<file path="config.mk">
export PLATFORM = sky130hd
export DESIGN_NAME = pattern_101_gen
export DESIGN_NICKNAME = d
export VERILOG_FILES = /design/src/rtl/pattern_101_gen.sv
export SDC_FILE = /design/constraint.sdc
export NUM_CORES = 1
export LEC_CHECK = 0
export ABC_AREA = 0
export BUFFER_PORTS_ARGS = -buffer_cell sky130_fd_sc_hd__buf_4
export CORE_MARGIN = 4
export CORE_UTILIZATION = 35
export CTS_BUF_LIST = sky130_fd_sc_hd__clkbuf_8 sky130_fd_sc_hd__clkbuf_16
export DETAILED_ROUTE_END_ITERATION = 16
export PLACE_DENSITY = 0.54
export SLEW_MARGIN = 20
export SYNTH_ARGS = -nofsm -noshare
export SYNTH_HDL_FRONTEND = slang
export SYNTH_SLANG_ARGS = --single-unit
</file>
<file path="constraint.sdc">
create_clock -name clk -period 1.99 [get_ports clk]
set_input_delay 0.0995 -clock clk [delete_from_list [all_inputs] [get_ports clk]]
set_output_delay 0.0995 -clock clk [all_outputs]
set_load 0.005 [all_outputs]
</file>
<file path="src/rtl/pattern_101_gen.sv">
// Serial "101" pattern generator: builds a 16-bit word holding N non-overlapping
// "101" occurrences, shifts it out MSB-first over valid/ready, and recounts the stream.
module pattern_101_gen (
    input  logic        clk,
    input  logic        rst_n,
    input  logic        start,
    input  logic [3:0]  count,
    input  logic        ser_ready,
    output logic        ser_out,
    output logic        ser_valid,
    output logic [15:0] word_out,
    output logic        busy,
    output logic        done,
    output logic        err,
    output logic [2:0]  chk_cnt,
    output logic        chk_fail
);
    localparam int unsigned WORD_W  = 16;
    localparam int unsigned IDX_W   = 4;
    localparam int unsigned CNT_W   = 3;
    localparam int unsigned MAX_CNT = 5;

    typedef enum logic {IDLE, SHIFT} state_t;
    typedef enum logic [1:0] {C_S0, C_S1, C_S10} chk_state_t;

    state_t             state, state_d;
    chk_state_t         cst, cst_d;
    logic [IDX_W-1:0]   idx, idx_d;
    logic [CNT_W-1:0]   cnt_lat, cnt_lat_d;
    logic [WORD_W-1:0]  word_d;
    logic [CNT_W-1:0]   chk_cnt_d;
    logic               ser_out_d, ser_valid_d, busy_d, done_d, err_d, chk_fail_d;

    // Occurrence i occupies bits [15-3i : 13-3i] as 3'b101.
    function automatic logic [WORD_W-1:0] build_word(input logic [CNT_W-1:0] n);
        logic [WORD_W-1:0] w;
        w = '0;
        for (int i = 0; i < int'(MAX_CNT); i++) begin
            if (CNT_W'(i) < n) begin
                w[15 - 3*i] = 1'b1;
                w[13 - 3*i] = 1'b1;
            end
        end
        return w;
    endfunction

    always_ff @(posedge clk or negedge rst_n) begin
        if (!rst_n) begin
            state     <= IDLE;
            cst       <= C_S0;
            idx       <= '0;
            cnt_lat   <= '0;
            word_out  <= '0;
            ser_out   <= 1'b0;
            ser_valid <= 1'b0;
            busy      <= 1'b0;
            done      <= 1'b0;
            err       <= 1'b0;
            chk_cnt   <= '0;
            chk_fail  <= 1'b0;
        end else begin
            state     <= state_d;
            cst       <= cst_d;
            idx       <= idx_d;
            cnt_lat   <= cnt_lat_d;
            word_out  <= word_d;
            ser_out   <= ser_out_d;
            ser_valid <= ser_valid_d;
            busy      <= busy_d;
            done      <= done_d;
            err       <= err_d;
            chk_cnt   <= chk_cnt_d;
            chk_fail  <= chk_fail_d;
        end
    end

    always_comb begin
        state_d     = state;
        cst_d       = cst;
        idx_d       = idx;
        cnt_lat_d   = cnt_lat;
        word_d      = word_out;
        ser_out_d   = ser_out;
        ser_valid_d = ser_valid;
        busy_d      = busy;
        done_d      = 1'b0;
        err_d       = 1'b0;
        chk_cnt_d   = chk_cnt;
        chk_fail_d  = 1'b0;

        unique case (state)
            IDLE: begin
                if (start) begin
                    if (count <= IDX_W'(MAX_CNT)) begin
                        cnt_lat_d   = count[CNT_W-1:0];
                        word_d      = build_word(count[CNT_W-1:0]);
                        idx_d       = IDX_W'(WORD_W - 1);
                        ser_out_d   = word_d[WORD_W-1];
                        ser_valid_d = 1'b1;
                        busy_d      = 1'b1;
                        chk_cnt_d   = '0;
                        cst_d       = C_S0;
                        state_d     = SHIFT;
                    end else begin
                        err_d = 1'b1;
                    end
                end
            end
            SHIFT: begin
                if (ser_ready) begin
                    // Non-overlapping checker: a completed "101" restarts from scratch.
                    unique case (cst)
                        C_S0:  if (ser_out) cst_d = C_S1;
                        C_S1:  if (!ser_out) cst_d = C_S10;
                        C_S10: begin
                            cst_d = C_S0;
                            if (ser_out && chk_cnt != 3'd7) chk_cnt_d = chk_cnt + 3'd1;
                        end
                        default: cst_d = C_S0;
                    endcase

                    if (idx == '0) begin
                        state_d     = IDLE;
                        ser_valid_d = 1'b0;
                        ser_out_d   = 1'b0;
                        busy_d      = 1'b0;
                        done_d      = 1'b1;
                        chk_fail_d  = (chk_cnt_d != cnt_lat);
                    end else begin
                        idx_d     = idx - IDX_W'(1);
                        ser_out_d = word_out[idx_d];
                    end
                end
            end
            default: state_d = IDLE;
        endcase
    end
endmodule

</file>
==> out/summary.md <==
The tools report the startpoint class of the critical path as a flop. The floorplan step defined a die boundary enclosing 4780 um2. Buffers placed on the I/O ports in this run total 26. For the total design power, the log shows 2.17 mW.

The part of the power in registers was 38.2%. The top metal layer carrying routed signals is met4. For this run, the top clock speed supported by timing is 570 MHz.

The tools report the post-route setup TNS as 0 ns. The root buffer cell chosen for the clock tree is clkbuf_8. Summing the areas of all fa, ha and maj instances in the mapped netlist gives 2.87% of the synthesized area. In the layout the commonest cells are buf_4, dfrtp_1, nand2_1, o21ai_0.

IR analysis of the VDD net gives a maximum drop of 0.691 mV. The pin count of the biggest net entering global routing is 23. Walking the worst path, the cells encountered are ha_1, ha_1, and4bb_1, mux2i_1, xor2_1, a21oi_1.

Setup violations remaining at the end of the flow were counted as 0. The worst setup path is captured at a flop. The data required time of the worst path was 2.13 ns.

Counting flops with an async set or reset pin after synthesis yields a share of 100%. The tools report the cell area after synthesis as 1310 um2. The routed layout has 985 vias. Routability-driven placement finished with a final weighted congestion of 0.914. For the count of clock tree sinks, the log shows 22. For this design the top-level I/O count stands at 33. The floorplan step set the die height to 69.1 um.

The logs give 1025 for the number of global-route vias before repair and 14.8% for the clock network power share. Post-CTS setup buffer count: 0. Global router's overall resource usage: 11.8%. The distinct cell type count of the synthesized netlist was 41; the placeable core region was 3470 um2. The sum of overflow across all layers after global routing was 0; the first-pass GRT wire length was 4690 um. In the final design database the tool counted 167 nets. The logs give 42.1% for the sequential element share of the synthesized area and 2710 um for the overall routed net length. Setup repair after global routing left no endpoint under its margin.

The number of design rule violations left after detail routing is 0, and the proportion of total power due to net switching is 38.3%. After detailed routing, the number of vias per cell comes to 4.90. The routed metal-1 wirelength is 1310 um, and the fill cell total of the finished layout is 348. By area, the combinational part of the netlist is dominated by compound AO/OA/AOI/OAI gates. Along the worst path, the maximum fanout reaches 5. The library cell used most frequently in the layout, excluding fill and tap cells, is buf_4. By area the synthesized netlist is led by dfrtp_1, buf_4, mux2_2. The tightest min-delay check is of the in2reg type.

The critical path's slowest cell is dfrtp_1. The run gives 4 as the detailed-routing iteration count for the pre-antenna-repair pass. Of the available clock period, the critical path in the final layout requires 88.1%.

After the first detailed-routing iteration, the DRC count stood at 30. The synthesized netlist devotes 5.26% of its cell area to XOR and XNOR gates. The area added between synthesis and finish was 16.1%; the total internal power was 1.34 mW. Hold-fix buffer count after cts: 1.

Once the floorplan was initialized, standard cells occupied 37.7% of the core. For the number of resized instances in the post-cts repair step, the log shows 0. Summing the areas of all compound-gate instances in the mapped netlist gives 16.4% of the synthesized area. Clock-pin slew was measured on the worst setup and hold paths at 0.08 ns. After detailed routing, the met2 layer carries 1240 um of wire. After legalization and detailed placement, the total HPWL measured 2050 um. The most common flop cell mapped by yosys was dfrtp_1. The max-slew violation total from the final report was 0; the final critical path time including I/O delays and setup was 1.75 ns. The most frequent cell on the critical path is ha_1. The total number of yosys warnings is 0.

Library cell occupying the most area in the post-synthesis netlist: dfrtp_1. For the worst path arrival time, the log shows 1.90 ns. The H-tree level count was 1. The run gives 0 as the antenna diode count. In the final routed layout, each cell accounts on average for 13.5 um. The worst setup path is of the reg2reg kind. Number of buffers created by CTS: 3. The number of enable-type register cells in the synthesized netlist is 0. In the synthesized netlist, mux cells make up 5.07% of the area. The tools report the count of maximum capacitance violations as 0. The power per standard cell area was 1430 nW/um2. The top cell type by area accounts for 42.1% of the synthesized area. Counting every instance in the synthesized netlist gives 135. Clock skew on the completed layout was measured at 0.00308 ns. The fraction of final layout cells sized beyond drive strength 1 is 27.1%, and the average size of a mapped cell is 9.69 um2.

TritonCTS built the clock tree. The run gives 2 as the deepest clock path buffer count. Measured along the x axis, the die boundary spans 69.1 um.

Initial antenna violation count: 0. In this run the static leakage power is 0.732 nW. Final hold violation count: 0.

The highest cell delay on the worst timing path was 0.42 ns. The later pin in the worst-skew pair is clocked with a latency of 0.26 ns. The run gives 47.0% as the logic gate share of total power.

The total number of placement rows was 21; the met3 wirelength from detailed routing was 99 um. The area share of and/or/nand/nor cells after synthesis was 15.2%. After synthesis the netlist holds a flip-flop and latch count of 22. In this run the power spent charging and discharging nets is 828 uW. The run finished with clean final reports. The antenna violation net count after detailed routing came out at 0.
cells by family after synthesis:
family / count (synthesis)
other: 1
xor gates and xnor gates: 7
buffers and inverters: 24
muxes: 6
and+or+nand+nor: 39
AOI/OAI and AO/OA: 33
DFF: 22
adders and majority gates: 3
worst max-delay path, delay by kind of cell (launching register included):
kind	cells	cell delay, ns
AO/OA/AOI/OAI	1	0.08
XOR/XNOR	1	0.16
adder cells (fa/ha/maj)	2	0.38
flip-flops	1	0.42
multiplexers	1	0.24
AND/OR/NAND/NOR	1	0.36
per-stage QoR:
| step | utilization, % | instances | worst slack (ns) | cell area (um2) | hold WS, ns |
|---|---|---|---|---|---|
| 2_1_floorplan | - | 140 | 0.322 | 1330 | -0.196 |
| 3_3_place_gp | 41.9 | 196 | 0.294 | 1450 | 0.00905 |
| 3_5_place_dp | 41.9 | 196 | 0.240 | 1450 | 0.00928 |
| 4_1_cts | 43.8 | 201 | 0.223 | 1520 | 0.0792 |
| 5_1_grt | 43.8 | 201 | 0.126 | 1520 | 0.0844 |
| 6_report | 43.8 | 201 | 0.236 | 1520 | 0.0836 |
final cells by class:
cell class | instances | area, um2 | area share, %
multi-input combinational | 94 | 608 | 40.1
sequential | 22 | 551 | 36.3
timing repair buffer | 30 | 228 | 15.0
tap | 46 | 57.6 | 3.79
clock buffer | 4 | 55.1 | 3.63
inverter | 5 | 18.8 | 1.24
Yosys cell counts, types with 4 or more instances:
cell / number
nand2_1: 14
mux2_2: 5
nor2_1: 8
inv_1: 5
o21ai_0: 9
dfrtp_1: 22
buf_4: 14
nand2b_1: 4
a21oi_1: 8
nand3_1: 4
worst paths after layout:
check	from	to	slack [ns]	depth (start not counted)
worst max-delay path	chk_cnt[0]	chk_fail	0.24	6
worst min-delay path	count[3]	err	0.08	3
worst max register to register	chk_cnt[0]	chk_fail	0.24	6
worst min register to register	busy	busy	0.53	2
max in group asynchronous	rst_n	chk_cnt[2]	1.51	2
min in group asynchronous	rst_n	done	0.26	2
layer usage:
metal | up-vias | global-route usage (%)
li1 | 489 | -
met1 | 462 | 15.4
met2 | 25 | 19.0
met3 | 9 | 2.18
met4 | 0 | 4.99
met5 | - | 0
power by group through the flow:
stage               registers, mW  clock network, mW  logic, mW
floorplan                   0.752                  0      0.832
global placement            0.825                  0       1.01
detailed placement          0.835                  0       1.02
CTS                         0.827              0.336       1.03
global route                0.853              0.354       1.14
finish                      0.827              0.321       1.02
registers in the layout (all words and copies together) (netlist names):
name	cells
state	1
chk_cnt	3
word_out	5
busy	1
err	1
idx	4
chk_fail	1
cnt_lat	2
done	1
cst	2
ser_out	1
Note: power is estimated with default switching activity, not from simulation.
